<file path="src/rtl/bus_mux_reg.sv">
// Registered priority bus multiplexer with collision detection and a saturating collision counter.
// Optional macro BUS_CSIGN_EXT_EN: sign-extend the top source (C immediate) from IMM_W bits before selection.
module bus_mux_reg #(
    parameter int NUM_SRC = 24,
    parameter int WIDTH   = 32,
    parameter int IMM_W   = 19,
    parameter int CNT_W   = 8
) (
    input  logic                     clk,
    input  logic                     clr,
    input  logic [NUM_SRC*WIDTH-1:0] src_data,
    input  logic [NUM_SRC-1:0]       src_oe,
    input  logic                     err_clr,
    output logic [WIDTH-1:0]         bus_out,
    output logic [$clog2(NUM_SRC)-1:0] bus_src,
    output logic                     bus_driven,
    output logic                     collision,
    output logic                     collision_sticky,
    output logic [CNT_W-1:0]         collision_cnt
);

    localparam int SEL_W = $clog2(NUM_SRC);
    localparam int IMM_BASE = (NUM_SRC - 1) * WIDTH;

    logic [WIDTH-1:0] src_word [NUM_SRC];
    logic [WIDTH-1:0] win_data;
    logic [SEL_W-1:0] win_idx;
    logic             any_oe;
    logic             multi_oe;

    always_comb begin
        for (int i = 0; i < NUM_SRC; i++) begin
            src_word[i] = src_data[i*WIDTH +: WIDTH];
        end
`ifdef BUS_CSIGN_EXT_EN
        src_word[NUM_SRC-1] = {{(WIDTH-IMM_W){src_data[IMM_BASE+IMM_W-1]}},
                               src_data[IMM_BASE +: IMM_W]};
`else
        src_word[NUM_SRC-1] = src_data[IMM_BASE +: WIDTH];
`endif
    end

    // NOTE: defaults assigned before the loop so no path leaves win_* unassigned (no latch).
    always_comb begin
        win_idx  = '0;
        win_data = src_word[0];
        // NOTE: blocking assignments here; a later (higher) enabled index overwrites earlier ones.
        for (int i = 0; i < NUM_SRC; i++) begin
            if (src_oe[i]) begin
                win_idx  = SEL_W'(i);
                win_data = src_word[i];
            end
        end
    end

    // Clearing the lowest set bit leaves a nonzero value only when two or more bits are set.
    assign any_oe   = |src_oe;
    assign multi_oe = |(src_oe & (src_oe - NUM_SRC'(1)));

    // NOTE: non-blocking assignments for all state so every flop sees pre-edge values.
    always_ff @(posedge clk) begin
        if (clr) begin
            bus_out          <= '0;
            bus_src          <= '0;
            bus_driven       <= 1'b0;
            collision        <= 1'b0;
            collision_sticky <= 1'b0;
            collision_cnt    <= '0;
        end else begin
            if (any_oe) begin
                bus_out <= win_data;
                bus_src <= win_idx;
            end
            bus_driven <= any_oe;
            collision  <= multi_oe;

            // err_clr only overrides the debug counters; the bus path above is unaffected.
            if (err_clr) begin
                collision_sticky <= 1'b0;
                collision_cnt    <= '0;
            end else if (multi_oe) begin
                collision_sticky <= 1'b1;
                if (collision_cnt != {CNT_W{1'b1}}) begin
                    collision_cnt <= collision_cnt + CNT_W'(1);
                end
            end
        end
    end

endmodule

</file>
<file path="config.mk">
export PLATFORM = sky130hd
export DESIGN_NAME = bus_mux_reg
export DESIGN_NICKNAME = d
export VERILOG_FILES = /design/src/rtl/bus_mux_reg.sv
export SDC_FILE = /design/constraint.sdc
export NUM_CORES = 1
export LEC_CHECK = 0
export CAP_MARGIN = 10
export CORE_AREA = 2 2 332 334
export DETAILED_ROUTE_END_ITERATION = 12
export DIE_AREA = 0 0 334 336
export SYNTH_ARGS = -nofsm -noshare
export SYNTH_HDL_FRONTEND = slang
export SYNTH_SLANG_ARGS = --single-unit
</file>
<file path="constraint.sdc">
create_clock -name clk -period 3.35 [get_ports clk]
set_input_delay 0.67 -clock clk [delete_from_list [all_inputs] [get_ports clk]]
set_output_delay 0.67 -clock clk [all_outputs]
set_load 0.02 [all_outputs]
</file>
### Word-level counts from Yosys, hierarchy flattened

Cells that the tools add are included.

* add/subtract/negate cells: 2
* eq/ne operators: 1
* multiplexer cells: 46
* bitwise operators: 1
* reductions and logical operators: 4

Operator list (number)
* $mux W32: 23
* $mux W5: 22
* $reduce_or A24 Y1: 2
* $and A24 B24 Y24: 1
* $sub A24 B1 Y24 const B: 1
* $add A8 B1 Y8 const B: 1
* $ne A8 B8 Y1 const B: 1
* $reduce_and A2 Y1: 1
* $reduce_or A2 Y1: 1
* $mux W1: 1

* flip-flop bits (word level): 48
* bits of input ports: 795
* output and inout port bits: 48
* word-level logic and storage cells: 60

### Logic depth before layout (Yosys ltp)

* word-level depth: 23
* depth in mapped cells: 10
* mapped depth without buffers: 8

### Worst setup path before layout

Ideal clock, no wire load.

* kind: in2reg
* from: in src_oe[5]
* to: reg collision_cnt[4]
* setup time: 72 ps
* arrival time: 2462 ps
* required time: 3278 ps
* setup slack: 817 ps
* stages on the path: 9
* buffers on the path: 1
* cell sequence: buf_4 -> nor4_4 -> nand4_1 -> or3_1 -> o32ai_1 -> and3_4 -> a21oi_2 -> nand4_1 -> mux2i_1

* cells in the longest elaborated chain, start to end: 4

RTL lines
* from (decl): line 12 `input logic [NUM_SRC-1:0] src_oe,`
* $sub A24 B1 Y24: line 58 `assign multi_oe = |(src_oe & (src_oe - NUM_SRC'(1)));`
* $and A24 B24 Y24 (*): line 58
* $reduce_or A24 Y1 (*): line 58
* $reduce_and A2 Y1 (no line) (*)
* to (signal assigned): line 84 `collision_cnt <= collision_cnt + CNT_W'(1);`
* to (decl): line 19 `output logic [CNT_W-1:0] collision_cnt`

Every way passes the cells marked *; elsewhere a longest branch is shown, timed or not.
A chain may end at the register's enable or synchronous reset.

### Final worst setup path

* from: in src_oe[13]
* to: reg bus_out[18]

* cells in the longest elaborated chain, start to end: 11
* elaborated cells between the ends (all ways): 12
* those cells by class: mux: 11; reduce/logical: 1

RTL lines
* $mux W32 (11 in a row): line 49 `if (src_oe[i]) begin`
* to (signal assigned): line 71 `bus_out <= win_data;`
* to (decl): line 14 `output logic [WIDTH-1:0] bus_out,`

Several ways; a longest one is shown, not always the timed one.

==> impl_results.md <==
- Crit path depth: 11
- Total number of vias: 15,420
- Final Wtd Congestion: 0.9651
- R2r worst-path depth: 6
- Largest net degree at the start of global routing: 40
- Worst-path clk slew: 90 ps
- Core area: 108,400 um^2
- Nets: 2,914
- RSZ-0062 raised after global routing: no
- Clock buffer count from CTS: 5
- Hold Crit Endpoint: bus_out[20]
- First-pass GRT wire length: 142.2 mm
- # DRC: 0
- Sequential fraction of the synthesis area: 11.54%
- Switching power: 1485 uW
- Flop-to-flop setup slack: 1520 ps
- Synth top area cells: a221oi_1, dfxtp_1, o21ai_0
- Initial DRC count: 1,533
- Top_reg_cell synth: dfxtp_1
- Initial Utilization: 7.684%
- Hold Buf Count CTS: 0
- Post-Syn Area: 8329 um^2
- Clock power share: 20.0%
- Delay-heaviest family, CP: buffers and inverters
- Sw frac: 38.98%
- Syn_nets: 2,047
- GRT Total Usage: 18.90%
- Die X: 334 um
- Hpwl dp: 98.10 mm
- Worst Max-Slew Pin Slew: 1003 ps
- Area grow syn2layout: 137.1%
- Post-synthesis register bit count: 48
- Mean Syn Cell Area: 6.658 um^2
- DRT Pass-1 Iters: 5
- Post-Route WL: 112.6 mm
- Crit-path max FO: 26
- PwrDens: 193.0 nW/um^2
- Worst r2r dst: collision_cnt[1]
- Seq pwr share: 16.9%
- HP Class: flop to flop
- Setup CP Type: input pin to flop
- Setup TNS: 0 ps
- Share of power burned in combinational logic: 63.1%
- Nature of the critical path endpoint: flop
- Filler cell count: 12,330
- Die area: 112,200 um^2
- Hold Startpoint: bus_out[20]
- Cell Int Power: 2326 uW
- Crit path largest cell delay: 550 ps
- Buf/Inv on CP: 4
- Vias/cell: 4.345
- Final count of pins violating max slew: 0
- Initial antenna violation count: 61
- Layout Skew: 4.402 ps
- Post-layout instance area: 19,750 um^2
- WP data arrival: 3410 ps
- Number of global-route vias before repair: 14,980
- Max Clock Freq: 0.3185 GHz
- Slew HR: 33.10%
- Root Buffer: clkbuf_16
- Asr flop ratio synth: 0%
- Top cell type's share of synthesized area: 16.30%
- Max-cap violation count: 0
- Crit share post-route: 93.73%
- Worst-Skew Late Latency: 320 ps
- Worst path slowest cell: clkdlybuf4s50_1
- WHS Path Cells: 2
- TritonCTS clock tree: yes
- ANT nets after route: 0
- Remaining global-route overflow: 0
- Count of final setup violators: 0
- Endpoints failing hold: 0
- Synth area leader: a221oi_1
- Max VDD drop: 0.1910 mV
- Synthesized instance count: 1,251
- Worst r2r src: collision_cnt[0]
- WP data required: 3620 ps
- Most frequent cell after synthesis: o21ai_0
- Clk sinks: 48
- Post-synth EDFFs: 0
- Most used cell, CP: buf_4
- Status: finished clean
- Site row count: 121
- Chip Height: 336 um
- Minimum clock period: 3140 ps
- Commonest cells in the synthesized netlist: o21ai_0, nor2_1, a221oi_1, clkbuf_1, nor3_1
- Syn. warnings: 0
- PortBufs: 842
- Cell variety after synth: 57
- Max clock buf depth: 2
- Post-CTS setup buffers: 0
- Static leakage: 0.006812 uW
- I/O Pins: 843
- Crit path cell chain: clkdlybuf4s50_1 > nor2_1 > nand2_2 > buf_12 > buf_4 > nor3_1 > o21ai_0 > a31oi_1 > buf_4 > o2111ai_1 > a21oi_1
- H-Tree Depth: 2
- Avg WL per Cell: 31.72 um
- Worst Setup Start Kind: input pin
- Share of cells above drive strength 1: 10.19%
- Placement Cell Area: 19,500 um^2
[final cells by class]
type	instances	area [um^2]	share of cell area, %
clock buffers	5	125.1	0.6337
inverters	8	30.03	0.1521
diodes	16	40.04	0.2028
clock inverters	3	68.82	0.3485
flip-flops and latches	48	960.9	4.867
repair buffers	1004	9862	49.95
multi-input cells	1051	6889	34.89
well taps	1414	1769	8.960
[layer usage]
| metal | GRT usage (%) | vias up | share of wire (%) |
|---|---|---|---|
| li1 | - | 6767 | - |
| met1 | 26.53 | 7493 | 46 |
| met2 | 29.68 | 995 | 44 |
| met3 | 4.654 | 126 | 8.9 |
| met4 | 2.511 | 40 | 1.4 |
| met5 | 0 | - | 0.23 |
[worst register-to-register path: stages (launching register included)]
cell,delay [ps]
dfxtp_1,360
ha_1,260
and4_1,240
and3_1,210
a21oi_2,330
mux2i_1,240
nor3_1,60
[worst max path at each step]
stage / start / endpoint / slack (ps)
floorplan: src_oe[5] / collision_cnt[4] / 820
global placement: src_oe[7] / bus_out[27] / -510
detailed placement: src_oe[7] / bus_out[27] / -530
CTS: src_oe[7] / bus_out[14] / 20
global route: src_oe[13] / bus_out[29] / 70
finish: src_oe[13] / bus_out[18] / 210
[layout by cell type (no fill, tap or decap), drive strengths merged, types with 36 or more instances in the layout]
cell type / count
o21ai: 167
a221oi: 155
a21oi: 46
or3: 36
a31oi: 65
nor3: 73
nand2b: 63
a221o: 62
clkdlybuf4s50: 824
mux2i: 67
nand2: 56
dfxtp: 48
nor2: 156
buf: 179
[through the flow]
step	instances	util, %	hold slack (ps)	setup slack (ps)	power (uW)
2_1_floorplan	1251	-	551.2	816.7	1299
3_3_place_gp	3525	17.99	478.7	-512.5	3063
3_5_place_dp	3525	17.99	477.5	-527.8	3057
4_1_cts	3533	18.18	493.4	23.68	3861
5_1_grt	3537	18.19	517.0	72.60	3978
6_report	3549	18.22	491.3	210.1	3811
[power by group through the flow]
stage                     combinational (uW)  sequential, uW  clock (uW)
after floorplan                          608             691           0
after global placement                  2400             658           0
after detailed placement                2400             658           0
after CTS                               2410             645         803
after global routing                    2530             649         802
final                                   2410             644         761
[sequential cells by signal (all words and copies together) (netlist names)]
signal,count
bus_out,32
bus_src,5
bus_driven,1
collision_sticky,1
collision,1
collision_cnt,8
[repair_timing]
item / 4_1_cts / 5_1_grt
gates cloned: 0 / 0
endpoints found under the setup margin: 3 / 8
resized for setup: 3 / 2
[cells by family (layout without fill, tap and decap cells)]
kind of cell    after synthesis  in the layout  synth area share, %
fa+ha+maj                     1              1               0.1502
xor+xnor                      1              1               0.1052
compound gates              560            560                48.01
other cells                   0             16                    0
mux                          68             68                8.187
flops                        48             48                11.54
buf+inv                     152           1020                7.000
simple gates                421            421                25.01
No activity file was read; power rests on OpenSTA's default activity.
